### config.mk
export PLATFORM = sky130hd
export DESIGN_NAME = beat_pattern_gen_flat
export DESIGN_NICKNAME = d
export VERILOG_FILES = /design/src/rtl/beat_pattern_gen_if.sv /design/src/rtl/beat_pattern_gen.sv /design/src/flat_wrapper.sv
export SDC_FILE = /design/constraint.sdc
export NUM_CORES = 1
export LEC_CHECK = 0
export BUFFER_PORTS_ARGS = -buffer_cell sky130_fd_sc_hd__buf_2
export CAP_MARGIN = 20
export CORE_MARGIN = 8
export CORE_UTILIZATION = 63
export DETAILED_ROUTE_END_ITERATION = 10
export HOLD_SLACK_MARGIN = 0.12
export PLACE_DENSITY = 0.83
export SLEW_MARGIN = 20
export SYNTH_ARGS = -nofsm -noshare
export SYNTH_HDL_FRONTEND = slang
export SYNTH_SLANG_ARGS = --single-unit
export TNS_END_PERCENT = 5
### constraint.sdc
create_clock -name clk -period 3.7 [get_ports clk]
set_input_delay 0.185 -clock clk [delete_from_list [all_inputs] [get_ports clk]]
set_output_delay 0.185 -clock clk [all_outputs]
set_load 0.02 [all_outputs]
### src/rtl/beat_pattern_gen_if.sv
// Output handshake bundle for beat_pattern_gen: valid/ready beat stream plus wrap marker.
// The loop_cnt member exists only when LOOP_CNT_EN is defined.
interface beat_pattern_gen_if #(
    parameter int DATA_W = 8,
    parameter int CNT_W  = 8
) ();
    logic              data_ready;
    logic              data_valid;
    logic [DATA_W-1:0] data;
    logic              wrap;
`ifdef LOOP_CNT_EN
    logic [CNT_W-1:0]  loop_cnt;
`endif

    modport master (
        input  data_ready,
        output data_valid,
        output data,
        output wrap
`ifdef LOOP_CNT_EN
        , output loop_cnt
`endif
    );

    modport slave (
        output data_ready,
        input  data_valid,
        input  data,
        input  wrap
`ifdef LOOP_CNT_EN
        , input loop_cnt
`endif
    );
endinterface

### src/rtl/beat_pattern_gen.sv
// Beatmap note-value generator: up-wrap, down-wrap, ping-pong or constant sweep over
// START..STOP in STEP increments, advancing on valid/ready. Optional feature: LOOP_CNT_EN.
module beat_pattern_gen #(
    parameter int DATA_W = 8,
    parameter int START  = 80,
    parameter int STOP   = 96,
    parameter int STEP   = 4,
    parameter int CNT_W  = 8
) (
    input  logic                 clk,
    input  logic                 resetn,
    input  logic                 enable,
    input  logic [1:0]           mode,
    beat_pattern_gen_if.master   bus
);
    // One guard bit against overflow plus a sign bit so START-STEP can go negative.
    localparam int AW = DATA_W + 2;

    localparam logic [DATA_W-1:0]    START_D = DATA_W'(START);
    localparam logic [DATA_W-1:0]    STOP_D  = DATA_W'(STOP);
    localparam logic signed [AW-1:0] START_S = AW'(START);
    localparam logic signed [AW-1:0] STOP_S  = AW'(STOP);
    localparam logic signed [AW-1:0] STEP_S  = AW'(STEP);

    localparam logic [1:0] MODE_UP    = 2'd0;
    localparam logic [1:0] MODE_DOWN  = 2'd1;
    localparam logic [1:0] MODE_PING  = 2'd2;
    localparam logic [1:0] MODE_CONST = 2'd3;

    typedef enum logic [1:0] {IDLE, UP, DOWN, HOLD} state_t;

    function automatic logic signed [AW-1:0] widen(input logic [DATA_W-1:0] v);
        return $signed({2'b00, v});
    endfunction

    function automatic logic [DATA_W-1:0] narrow(input logic signed [AW-1:0] v);
        return v[DATA_W-1:0];
    endfunction

    // Ping-pong turnaround at the bottom: step up, but never past STOP.
    function automatic logic [DATA_W-1:0] sat_up(input logic [DATA_W-1:0] cur,
                                                 input logic signed [AW-1:0] nxt);
        return (nxt > STOP_S) ? cur : narrow(nxt);
    endfunction

    state_t              state_q, state_d;
    logic [DATA_W-1:0]   data_q, data_d;
    logic                valid_q, valid_d;
    logic                wrap_q, wrap_d;
    logic [1:0]          mode_q, mode_d;
    logic signed [AW-1:0] up_s, dn_s;
    logic                hs;
`ifdef LOOP_CNT_EN
    logic [CNT_W-1:0]    loop_cnt_q, loop_cnt_d;
`endif

    always_comb begin
        state_d = state_q;
        data_d  = data_q;
        valid_d = valid_q;
        wrap_d  = 1'b0;
        mode_d  = mode_q;
        up_s    = widen(data_q) + STEP_S;
        dn_s    = widen(data_q) - STEP_S;
        hs      = valid_q && bus.data_ready;

        if (state_q == IDLE) begin
            if (enable) begin
                valid_d = 1'b1;
                mode_d  = mode;
                case (mode)
                    MODE_DOWN:  begin data_d = STOP_D;  state_d = DOWN; end
                    MODE_CONST: begin data_d = START_D; state_d = HOLD; end
                    default:    begin data_d = START_D; state_d = UP;   end
                endcase
            end
        end else if (hs) begin
            if (!enable) begin
                state_d = IDLE;
                valid_d = 1'b0;
                data_d  = START_D;
            end else begin
                case (state_q)
                    UP: begin
                        if (up_s <= STOP_S) begin
                            data_d = narrow(up_s);
                        end else if (mode_q != MODE_PING) begin
                            data_d = START_D;
                            wrap_d = 1'b1;
                        end else if (dn_s >= START_S) begin
                            data_d  = narrow(dn_s);
                            state_d = DOWN;
                            wrap_d  = (dn_s == START_S);
                        end else begin
                            wrap_d = 1'b1;
                        end
                    end
                    DOWN: begin
                        // In ping-pong a period starts when the sweep lands back on START.
                        if (dn_s >= START_S) begin
                            data_d = narrow(dn_s);
                            wrap_d = (mode_q == MODE_PING) && (dn_s == START_S);
                        end else if (mode_q != MODE_PING) begin
                            data_d = STOP_D;
                            wrap_d = 1'b1;
                        end else begin
                            data_d  = sat_up(data_q, up_s);
                            state_d = UP;
                            wrap_d  = (up_s > STOP_S);
                        end
                    end
                    default: wrap_d = 1'b1;
                endcase
            end
        end

`ifdef LOOP_CNT_EN
        loop_cnt_d = loop_cnt_q + CNT_W'(wrap_d);
`endif
    end

    always_ff @(posedge clk or negedge resetn) begin
        if (!resetn) begin
            state_q    <= IDLE;
            data_q     <= START_D;
            valid_q    <= 1'b0;
            wrap_q     <= 1'b0;
            mode_q     <= MODE_UP;
`ifdef LOOP_CNT_EN
            loop_cnt_q <= '0;
`endif
        end else begin
            state_q    <= state_d;
            data_q     <= data_d;
            valid_q    <= valid_d;
            wrap_q     <= wrap_d;
            mode_q     <= mode_d;
`ifdef LOOP_CNT_EN
            loop_cnt_q <= loop_cnt_d;
`endif
        end
    end

    assign bus.data_valid = valid_q;
    assign bus.data       = data_q;
    assign bus.wrap       = wrap_q;
`ifdef LOOP_CNT_EN
    assign bus.loop_cnt   = loop_cnt_q;
`endif

endmodule

### src/flat_wrapper.sv
// flat-port wrapper written by rule: the top's interface ports become plain ports
module beat_pattern_gen_flat 
#(
    parameter int DATA_W = 8,
    parameter int START  = 80,
    parameter int STOP   = 96,
    parameter int STEP   = 4,
    parameter int CNT_W  = 8
)
  (clk, resetn, enable, mode, bus_data_ready, bus_data_valid, bus_data, bus_wrap);
  beat_pattern_gen_if #(.DATA_W(DATA_W), .CNT_W(CNT_W)) bus_i ();
  input  logic clk;
  input  logic resetn;
  input  logic enable;
  input  logic [1:0] mode;
  input wire logic [$bits(bus_i.data_ready)-1:0] bus_data_ready;
  output wire logic [$bits(bus_i.data_valid)-1:0] bus_data_valid;
  output wire logic [$bits(bus_i.data)-1:0] bus_data;
  output wire logic [$bits(bus_i.wrap)-1:0] bus_wrap;
  assign bus_i.data_ready = bus_data_ready;
  assign bus_data_valid = bus_i.data_valid;
  assign bus_data = bus_i.data;
  assign bus_wrap = bus_i.wrap;
  beat_pattern_gen #(.DATA_W(DATA_W), .START(START), .STOP(STOP), .STEP(STEP), .CNT_W(CNT_W)) u_core (.clk(clk), .resetn(resetn), .enable(enable), .mode(mode), .bus(bus_i));
endmodule
# ---- Word level (Yosys, flattened, before mapping)
# Index checks and enable logic that the tools add are counted.
dict set report word_totals {
  wordCells 71
  out_inout_bits 10
  reg_bits 14
}
dict set report classes {
  n_mux 36
  n_reduce_logical 8
  eq_ne 17
  n_lt_le_gt_ge 3
  add_sub_neg 2
}
# cell n
set op_table {}
lappend op_table {{$mux 8} 10}
lappend op_table {{$mux 2} 9}
lappend op_table {{$ne 4x3->1 const B} 4}
lappend op_table {{$pmux 8 s2} 1}
lappend op_table {{$mux 1} 12}
lappend op_table {{$eq 10x8->1 const B} 1}
lappend op_table {{$ge 10x8->1 const B} 1}
lappend op_table {{$gt 10x8->1 const B} 1}
lappend op_table {{$le 10x8->1 const B} 1}
lappend op_table {{$add 8x3->9 const B} 1}
lappend op_table {{$sub 8x3->9 const B} 1}
lappend op_table {{$pmux 2 s2} 2}
lappend op_table {{$reduce_and 8->1} 1}
lappend op_table {{$eq 2x2->1 const B} 3}
lappend op_table {{$mux 6} 1}
lappend op_table {{$ne 6x2->1 const B} 1}
lappend op_table {{$ne 6x3->1 const B} 1}
lappend op_table {{$reduce_and 5->1} 1}
lappend op_table {{$eq 2x1->1 const B} 2}
lappend op_table {{$ne 2x2->1 const B} 2}
lappend op_table {{$ne 4x1->1 const B} 1}
lappend op_table {{$ne 4x2->1 const B} 1}
lappend op_table {{$reduce_and 3->1} 1}
lappend op_table {{$logic_and 1x1->1} 2}
lappend op_table {{other kinds (5)} 5}

# ---- Longest topological paths before layout
# Gate-level depths: netlist of the first run.
dict set report depth {
  depth_word 9
  depth_mapped 10
  ltp_nobuf 8
}

# ---- Worst setup path after synthesis of the first run
# Ideal clock, no wire load.
dict set report synth_path {
  path_type {register -> register}
  start {register u_core.data_q[3], in the netlist u_core.bus.data[3]}
  end {register u_core.data_q[5], in the netlist u_core.bus.data[5]}
  path_stages_with_launch 10
  arrival_ns 2.504
  path_buffers 1
  slack_ns 1.071
  path_cell_list {dfrtp_1 buf_2 inv_1 ha_1 or4b_1 a21oi_2 nor2_1 nor2_4 a41o_4 mux2_4}
}
dict set report synth_between {
  elab_chain_len 8
  elab_cells_between_ends 18
  classes_between {add/sub (2); order compare (3); eq/ne (2); mux (10); reduce/logical (1)}
}
# element line_no
set synth_lines {}
lappend synth_lines {{start, declared} beat_pattern_gen.sv:47} ;# logic [DATA_W-1:0] data_q, data_d;
lappend synth_lines {{start signal, assigned} beat_pattern_gen.sv:134} ;# data_q <= data_d;
lappend synth_lines {{parallel branches: the longest is 8 deep, another holds $ge 10x8->1} -}
# Parallel ways; which one is timed is not known. The select of a mux whose other input is x is not followed.
# A chain may end at the register's enable or synchronous reset.

# ---- Worst setup path in the final report of the first run
dict set report layout_path {
  start {register u_core.data_q[2], in the netlist u_core.bus.data[2]}
  end {register u_core.data_q[5], in the netlist u_core.bus.data[5]}
}
# Same word-level chain as after synthesis.

==> impl_results.md, run 1 <==
* Measured slew at the worst slew-check pin at 0.7729 ns
* Met3 wire len at 371 um
* Overall Power at 1.276 mW
* Dpl hpwl at 2987 um
* Setup TNS at 0 ns
* Die width at 64.78 um
* Total of max-cap violations at 0
* Post-route ant nets at 0
* CTS tree: yes
* Worst Clk Skew at 0.002106 ns
* Clk Latency, worst-skew pair at 0.29 ns
* Root buffer cell: clkbuf_4
* Global Route Usage Sum at 20.10%
* GRT overflow at 0
* Nets at 195
* Start of the worst register-to-register path: u_core.bus.data[2]
* PostCTS Resize Cnt at 0
* Final Util at 69.97%
* WL met2 at 1903 um
* Die H at 64.78 um
* IO Count at 16
* Hold_sp: mode[0]
* Cell variety after synth at 70
* Yosys warnings at 0
* Final setup viols at 0
* Clock power share at 8.6%
* Status: finished clean
* Metal-1 WL at 1656 um
* Endpoint class of the critical path: flip-flop
* Hold path cells at 2
* CTS sink cnt at 12
* RSZ-0062 raised after global routing: no
* Power per cell area at 816.8 mW/mm^2
* H-tree Lvls at 1
* Psw at 684.8 uW
* Leading cell types by count after synthesis: nor2_1 (11), dfrtp_1 (10), nand2_1 (10)
* #FFs+latches synth at 12
* Most common cell in the netlist: nor2_1
* Seq/Total Area, Yosys at 20.20%
* Layout cells sized above 1 at 21.55%
* Post-Synthesis Cells at 179
* Fmax at 342.2 MHz
* Layout area overhead at 4.257%
* DR top layer: met5
* Postcts setup bufs at 0
* Syn Std Cell Area at 0.001499 mm^2
* Largest cells by area after synthesis: dfrtp_1 (17%), ha_1 (5.8%), xnor2_1 (4.1%)
* CP Data Arrival Time at 3.10 ns
* Final count of hold timing violations at 0
* Max-slew headroom at 48.47%
* Port Buffers at 13
* Reg clk slew, reported paths at 0.08 ns
* CP Class: reg -> reg
* First-pass GRT wire length at 6927 um
* Initial antenna violation count at 1
* HP Class: in -> reg
* Share of power burned in registers at 23.9%
* GPL Wtd Cong at 0.9908
* Initial drt markers at 154
* Worst r2r dst: u_core.bus.data[5]
* Number of flops mapped to enable cells by yosys at 0
* Final instance area at 0.001563 mm^2
* Largest net degree at the start of global routing at 23
* Tmin final at 2.922 ns
* Synth area leader: dfrtp_1
* Routed vias/inst at 7.105
* ANT cells at 0
* Maximum VDD drop at 0.5170 mV
* Cell Area, Placed at 0.001516 mm^2
* Top_reg_cell synth: dfrtp_1
* Bufs on Longest Clock Path at 2
* Logic depth of the worst register-to-register path at 8
* Rows at 17
* Slew Viols, Final at 0
* Internal power component at 591.6 uW
* Crit-path max FO at 14
* Vias in the first global route at 1403
* Initial Util at 67.11%
* Hold EP: u_core.mode_q[0]
* Reg-to-reg slack, setup at 0.78 ns
* Switch share at 53.65%
* Critical Path Source Type: flip-flop
* Post-route DRC violation count at 0
* CTS buffer count at 3
* Ys async rst share at 100.0%
* Placeable Area at 0.002233 mm^2
* Drt wl/cell at 19.47 um
* Share of the synthesized area in the top cell type at 16.69%
* Critical Path RT at 3.88 ns
* Syn_area_per_cell at 8.374 um^2
* Comb pwr share at 67.5%
* Leakage at 0.6241 nW
* Drt pass-1 iters at 5
* Total wire length at 4069 um
* Die ar. at 0.004196 mm^2
* Vias at 1485
* Post-CTS Hold Buffers at 1
* Final period util at 78.98%
cells in the final DEF, fill, tap and decap left out, drive strengths merged, types with 4 or more instances in the layout:
cell,Yosys,layout
buf,10,13
clkbuf,7,4
ha,7,7
a31oi,4,4
mux2,4,4
xnor2,7,7
dfrtp,10,10
inv,8,8
nand2b,6,6
o211ai,5,5
nand3,9,9
o21ai,6,6
a21oi,9,9
nor2,12,12
nor3,5,5
nand2,10,10
metrics by stage:
step	setup WS [ns]	hold slack [ns]	cells
2_1_floorplan	1.071	-0.1106	180
3_3_place_gp	0.9434	0.07137	204
3_5_place_dp	0.8390	0.07786	204
4_1_cts	0.8160	0.1620	209
5_1_grt	0.6444	0.1622	209
6_report	0.7779	0.1624	209
kinds of logic after synthesis:
logic type / synth area share, %
other: 0.2502
AO/OA/AOI/OAI: 31.56
buffers and inverters: 7.763
XOR/XNOR: 4.675
AND/OR/NAND/NOR: 25.29
multiplexers: 4.424
flip-flops: 20.20
adder cells (fa/ha/maj): 5.843
final cells by class:
type | instances | area [um^2]
well taps | 28 | 35.03
fillers | 180 | 670.6
repair buffers | 14 | 75.07
clock buffers | 4 | 36.28
multi-input cells | 143 | 1084
flip-flops and latches | 12 | 302.8
inverters | 8 | 30.03
worst max path at each step:
stage / end / cells past startpoint / slack (ns) / from
floorplan: u_core.bus.data[5] / 9 / 1.07 / u_core.bus.data[3]
CTS: u_core.bus.data[5] / 8 / 0.82 / u_core.bus.data[2]
detailed placement: u_core.bus.data[5] / 8 / 0.84 / u_core.bus.data[2]
finish: u_core.bus.data[5] / 8 / 0.78 / u_core.bus.data[2]
global route: u_core.bus.wrap / 8 / 0.64 / u_core.bus.data[2]
global placement: u_core.bus.data[5] / 8 / 0.94 / u_core.bus.data[2]
power groups by stage:
| stage | combinational [mW] | clock [mW] | sequential, mW |
|---|---|---|---|
| global route | 0.935 | 0.118 | 0.316 |
| floorplan | 0.704 | 0 | 0.256 |
| CTS | 0.842 | 0.111 | 0.299 |
| detailed placement | 0.835 | 0 | 0.302 |
| global placement | 0.806 | 0 | 0.293 |
| finish | 0.862 | 0.110 | 0.305 |
registers in the layout, indices dropped and copies added, names as in the netlist:
signal and flops:
u_core.bus.data 6, u_core.bus.data_valid 1, u_core.bus.wrap 1, u_core.mode_q 2, u_core.state_q 2
routing by layer:
metal / vias up / global-route usage [%]
li1: 674 / -
met1: 695 / 25.48
met2: 92 / 32.67
met3: 22 / 4.983
met4: 2 / 6.267
met5: - / 0
critical path: stages, from the launching register on:
cell,delay [ns]
dfrtp_1,0.63
inv_1,0.09
ha_1,0.38
or4b_1,0.59
a21oi_2,0.19
nor2_1,0.12
nor2_4,0.20
a41o_4,0.30
mux2_4,0.30
Note: power is estimated with default switching activity, not from simulation.
==> inputs of run 2 (changes only) <==
Settings changed: ABC_AREA from default to 1, CORE_UTILIZATION 63 to 52, PLACE_DENSITY 0.83 to 0.74.
Clock period 3.7 ns to 2.4 ns, I/O delays scaled along.
==> run 2 against run 1 <==
Critical path depth is 2 higher; cell count is 16% higher; global-route usage is 3.8 points lower; wire length is 18% lower.
==> impl_results.md, run 2 <==
* Leading cell types by count after synthesis: nand2_1 (57), inv_1 (21), nand3_1 (21)
* Multi-input logic area at 819.5 um^2 (-24%)
* Max reg flops at 6 (unchanged)
* Critical Path End: u_core.state_q[0]
* Worst r2r dst: u_core.state_q[0]
* Status: finished clean
* Die H at 64.96 um (+0.28%)
* Synth area leader: dfrtp_1
* Initial drt markers at 103 (-33%)
* Syn Std Cell Area at 0.001246 mm^2 (-17%)
* CP Data Arrival Time at 2.30 ns (-0.80 ns)
* Routed vias/inst at 5.380 (-24%)
* Placeable Area at 0.002233 mm^2 (unchanged)
* Critical Path Source Type: flip-flop
* Drt pass-1 iters at 4 (-1)
* Dpl hpwl at 2564 um (-14%)
* Final period util at 88.35% (+9.4 points)
* Slowest stage delay, CP at 0.46 ns (-0.17 ns)
* Vias in the first global route at 1320 (-5.9%)
* Largest cells by area after synthesis: dfrtp_1 (20%), nand2_1 (17%), nand3_1 (8.4%)
* Syn_area_per_cell at 6.294 um^2 (-25%)
* HP Class: in -> reg
* Total of max-cap violations at 0 (unchanged)
* Cell Chain, Critical Path: inv_1, ha_1, xnor2_1, nand3_1, nand2_1, nand3_2, a21boi_1, nand2_1, nand2_1, nand2_1
* Number of flops mapped to enable cells by yosys at 0 (unchanged)
* Endpoint class of the critical path: flip-flop
* Total wire length at 3334 um (-18%)
* Final Util at 61.46% (-8.5 points)
* Largest net degree at the start of global routing at 13 (-43%)
* Vias at 1302 (-12%)
* Slew Viols, Final at 0 (unchanged)
* Setup TNS at 0 ns (unchanged)
* Die width at 64.96 um (+0.28%)
* Layout cells sized above 1 at 20.09% (-1.5 points)
* Register area at 305.3 um^2 (+0.83%)
* Layout area overhead at 10.14%
* Post-route DRC violation count at 0 (unchanged)
* Initial antenna violation count at 0 (-1)
* H-tree Lvls at 1 (unchanged)
* Cell mode on critical path: nand2_1
* Logic depth of the worst register-to-register path at 10 (+2)
* Commonest non-fill, non-tap cells in the layout: nand2_1 (57), inv_1 (21), nand3_1 (21)
* Hold WS at 0.1302 ns (-0.03219 ns)
* Ys async rst share at 100.0% (unchanged)
* Die ar. at 0.004219 mm^2 (+0.56%)
* Seq/Total Area, Yosys at 24.30% (+4.1 points)
* Global Route Usage Sum at 16.28% (-3.8 points)
* Postcts setup bufs at 0 (unchanged)
* Initial Util at 55.80% (-11 points)
* Commonest non-fill, non-tap cell in the layout: nand2_1
* CTS tree: yes
* Share of the synthesized area in the top cell type at 20.08% (+3.4 points)
* Setup WS pre-CTS at 0.2247 ns (-0.6143 ns)
* Root buffer cell: clkbuf_4
* Final setup viols at 0 (unchanged)
* Post-Synthesis Cells at 198 (+11%)
* Critical Path RT at 2.58 ns (-1.30 ns)
* PnR worst setup slack at 0.2797 ns (-0.4982 ns)
* Fmax at 471.6 MHz (+38%)
* CP max stage cell: dfrtp_2
* Reg clk slew, reported paths at 0.08 ns (about the same)
* Rows at 17 (unchanged)
* GPL Wtd Cong at 0.8923 (-9.9%)
* Tmin final at 2.120 ns (-0.8018 ns)
* Clk Latency, worst-skew pair at 0.28 ns (about the same)
* Drt wl/cell at 13.78 um (-29%)
* Most common cell in the netlist: nand2_1
* Crit-path max FO at 10 (-4)
* Nets at 228 (+17%)
* Cell variety after synth at 30 (-57%)
* GRT overflow at 0 (unchanged)
* RSZ-0062 raised after global routing: no
* Crit path launch: u_core.bus.data[2]
* Top_reg_cell synth: dfrtp_1
* Filler instances at 226 (+26%)
* #FFs+latches synth at 12 (unchanged)
* Port Buffers at 13 (unchanged)
* CTS sink cnt at 12 (unchanged)
* CP Class: reg -> reg
* Bufs on Longest Clock Path at 2 (unchanged)
* Reg-to-reg slack, setup at 0.28 ns (-0.50 ns)
* First-pass GRT wire length at 5595 um (-19%)
* ANT cells at 0 (unchanged)
* CTS buffer count at 3 (unchanged)
* Start of the worst register-to-register path: u_core.bus.data[2]
* Worst Clk Skew at 0.002026 ns (-0.00008011 ns)
* Final count of hold timing violations at 0 (unchanged)
* Post-route ant nets at 0 (unchanged)
* IO Count at 16 (unchanged)
* Yosys warnings at 0 (unchanged)
==> run 2: cell types whose count changed after synthesis, moves of 5 or more <==
cell | previous run | this run
buf_2 | 6 | 0
clkbuf_1 | 7 | 2
inv_1 | 8 | 21
nand2_1 | 10 | 57
nand2b_1 | 6 | 0
nand3_1 | 8 | 21
nor2_1 | 11 | 20
nor2_2 | 0 | 7
xnor2_1 | 7 | 2
==> run 2: kinds of logic (layout without fill, tap and decap cells) <==
logic type / Yosys count / count (layout) / synth area share, %
DFF: 12 / 12 / 24.30
adders and majority gates: 7 / 7 / 7.028
xor gates and xnor gates: 2 / 2 / 1.406
buffers and inverters: 29 / 44 / 10.24
and+or+nand+nor: 121 / 121 / 44.28
AOI/OAI and AO/OA: 26 / 26 / 12.45
other: 1 / 2 / 0.3009
==> run 2: metal layers <==
metal | GRT usage, % | vias up | share of wire [%]
met1 | 18.12 | 589 | 43
li1 | - | 665 | -
met5 | 0 | - | 0
met3 | 3.952 | 11 | 4.3
met2 | 28.57 | 37 | 50
met4 | 7.357 | 0 | 2.8
==> run 2: final cells by class <==
type	instances	share of cell area, %
multi-input combinational	158	59.71
inverter	23	6.290
sequential	12	22.24
tap	28	2.552
timing repair buffer	17	7.293
clock buffer	4	1.914
==> run 2: worst min-delay path by stage <==
stage / from / cells after the start / to
2_1_floorplan: resetn / 0 / u_core.bus.data[2]
3_3_place_gp: resetn / 1 / u_core.mode_q[1]
3_5_place_dp: resetn / 1 / u_core.mode_q[0]
4_1_cts: enable / 3 / u_core.bus.data_valid
5_1_grt: enable / 3 / u_core.bus.data_valid
6_report: enable / 3 / u_core.bus.data_valid
==> run 2: worst max-delay path: cells and delay by family, from the launching register on <==
kind | cells | cell delay [ns]
AND/OR/NAND/NOR | 6 | 0.59
flip-flops | 1 | 0.46
XOR/XNOR | 1 | 0.29
adder cells (fa/ha/maj) | 1 | 0.27
AO/OA/AOI/OAI | 1 | 0.24
buffers and inverters | 1 | 0.15
==> run 2: repair_timing <==
action / 4_1_cts / 5_1_grt
hold buffers: 2 / 0
setup endpoints to repair: 0 / 9
endpoints found under the hold margin: 13 / 0
gates resized for setup: 0 / 2
==> run 2: metrics by stage <==
stage / area, um^2 / std cells
final: 1373 / 242
after detailed placement: 1324 / 236
after global routing: 1373 / 242
after CTS: 1370 / 242
after global placement: 1324 / 236
after floorplan: 1250 / 199
Power of run 2 is left out: the tool's default activity adds up to more than one toggle a clock period on the data nets, which glitch-free logic cannot reach.
==> inputs of run 3 (changes only) <==
Settings changed: BUFFER_PORTS_ARGS -buffer_cell sky130_fd_sc_hd__buf_2 to default, CORE_UTILIZATION 52 to 57, DONT_BUFFER_PORTS from default to 1, PLACE_DENSITY 0.74 to 0.75.
==> run 3 against run 2 <==
Die area decreased by 6.7%; register-to-register slack improved by 0.02 ns; worst setup slack improved by 0.020 ns; first-iteration DRC count fell by 33%; final area decreased by 0.73%; fmax increased by 0.93%; clock skew rose by 0.0057 ns; count of clock-buffer cells in the layout unchanged; critical endpoint is now u_core.bus.data[5]; global-route usage rose by 0.098 points.
==> impl_results.md, run 3 (synthesized netlist as in run 2, its figures left out) <==
* ANT cells at 0 (unchanged)
* Post-CTS Hold Buffers at 6 (+4)
* Final setup viols at 0 (unchanged)
* Slowest stage delay, CP at 0.46 ns (about the same)
* Total wire length at 3115 um (-6.6%)
* Hold EP: u_core.bus.data[5]
* Largest net degree at the start of global routing at 13 (unchanged)
* Dpl hpwl at 2419 um (-5.7%)
* Crit-path max FO at 6 (-4)
* Worst Clk Skew at 0.007762 ns (+0.005736 ns)
* GRT overflow at 0 (unchanged)
* Vias at 1293 (-0.69%)
* Setup TNS at 0 ns (unchanged)
* Hold_sp: mode[1]
* First-pass GRT wire length at 5430 um (-2.9%)
* Layout cells sized above 1 at 14.56% (-5.5 points)
* Critical Path Source Type: flip-flop
* Critical Path RT at 2.56 ns (-0.02 ns)
* Slew Viols, Final at 0 (unchanged)
* H-tree Lvls at 1 (unchanged)
* Hold path cells at 3 (unchanged)
* Initial drt markers at 69 (-33%)
* Max-slew headroom at 62.79%
* Endpoint class of the critical path: flip-flop
* CTS sink cnt at 12 (unchanged)
* Logic depth of the worst register-to-register path at 12 (+2)
* Initial antenna violation count at 0 (unchanged)
* Vias in the first global route at 1238 (-6.2%)
* CTS buffer count at 3 (unchanged)
* Post-route ant nets at 0 (unchanged)
* Root buffer cell: clkbuf_4
* Max reg flops at 6 (unchanged)
* WL met2 at 1556 um (-6.0%)
* Initial Util at 58.01% (+2.2 points)
* GPL Wtd Cong at 0.9568 (+7.2%)
* Global Route Usage Sum at 16.38% (+0.098 points)
* Commonest non-fill, non-tap cells in the layout: nand2_1 (57), inv_1 (21), nand3_1 (21)
* Met3 wire len at 245 um (+69%)
* Reg clk slew, reported paths at 0.07 ns (about the same)
* Final count of hold timing violations at 0 (unchanged)
* Post-route DRC violation count at 0 (unchanged)
* CP Buf/Inv Count at 3 (+2)
* Cell mode on critical path: inv_2
* Die ar. at 0.003938 mm^2 (-6.7%)
* Register area at 302.8 um^2 (-0.82%)
* Fmax at 476.0 MHz (+0.93%)
* Filler instances at 207 (-8.4%)
* CTS tree: yes
* Placeable Area at 0.002148 mm^2 (-3.8%)
* DR top layer: met4
* Commonest non-fill, non-tap cell in the layout: nand2_1
* Layout area overhead at 9.338%
* PostCTS Resize Cnt at 0 (unchanged)
* Port Buffers at 0 (-13)
* Start of the worst register-to-register path: u_core.bus.data[2]
* CP delay by family, top: simple AND/OR/NAND/NOR gates
* Bufs on Longest Clock Path at 2 (unchanged)
* RSZ-0062 raised after global routing: no
* CP Class: reg -> reg
* Routed vias/inst at 5.526 (+2.7%)
* Measured slew at the worst slew-check pin at 0.5563 ns
* Status: finished clean
* Die width at 62.76 um (-3.4%)
* Multi-input logic area at 819.5 um^2 (unchanged)
* Postcts setup bufs at 0 (unchanged)
* HP Class: in -> reg
* Final period util at 87.53% (-0.81 points)
* Total of max-cap violations at 0 (unchanged)
* CP max stage cell: dfrtp_1
* Worst r2r dst: u_core.bus.data[5]
* Nets at 220 (-3.5%)
* Rows at 17 (unchanged)
* Cell Chain, Critical Path: inv_1, ha_1, xnor2_1, nand3_1, nand2_1, nand3_2, inv_2, nand2_2, nand2_4, inv_2, nor2_1, a21oi_2
* Reg-to-reg slack, setup at 0.30 ns (+0.02 ns)
* CP Data Arrival Time at 2.26 ns (-0.04 ns)
* Drt pass-1 iters at 4 (unchanged)
* Metal-1 WL at 1255 um (-13%)
* Die H at 62.76 um (-3.4%)
* Clk Latency, worst-skew pair at 0.27 ns (about the same)
* Tmin final at 2.101 ns (-0.01953 ns)
* Drt wl/cell at 13.31 um (-3.4%)
* IO Count at 16 (unchanged)
[run 3: worst min-delay path, cell delays in order]
cell	delay [ns]
nor3_1	0.04
nor2_2	0.13
a21oi_2	0.06
[run 3: per-stage QoR]
stage / util, % / instance area [um^2] / hold slack, ns / instances / setup WS (ns)
3_3_place_gp: 58.94 / 1266 / -0.1753 / 224 / 0.3511
6_report: 63.42 / 1363 / 0.1273 / 234 / 0.2992
3_5_place_dp: 58.94 / 1266 / -0.1752 / 224 / 0.3275
5_1_grt: 63.42 / 1363 / 0.1426 / 234 / 0.04971
2_1_floorplan: - / 1250 / -0.1756 / 199 / 0.3636
4_1_cts: 63.42 / 1363 / 0.1224 / 234 / 0.3100
[run 3: final cells by class]
type | instances | area share [%]
sequential | 12 | 22.22
tap | 28 | 2.571
multi-input combinational | 158 | 60.15
clock buffer | 4 | 2.663
timing repair buffer | 9 | 6.061
inverter | 23 | 6.336
[run 3: worst max-delay path by stage]
stage | slack, ns | start | cells after the start | to
global route | 0.05 | u_core.bus.data[2] | 12 | u_core.bus.data[5]
detailed placement | 0.33 | u_core.bus.data[2] | 12 | u_core.bus.data[5]
CTS | 0.31 | u_core.bus.data[2] | 12 | u_core.bus.data[5]
finish | 0.30 | u_core.bus.data[2] | 12 | u_core.bus.data[5]
global placement | 0.35 | u_core.bus.data[2] | 12 | u_core.bus.data[5]
floorplan | 0.36 | u_core.bus.data[2] | 12 | u_core.bus.data[5]
[run 3: per-layer routing]
metal	GRT usage (%)	up-vias
met4	6.553	0
met2	27.68	46
met5	0	-
met1	19.33	588
li1	-	651
met3	3.943	8
Power of run 3 is left out for the same reason.
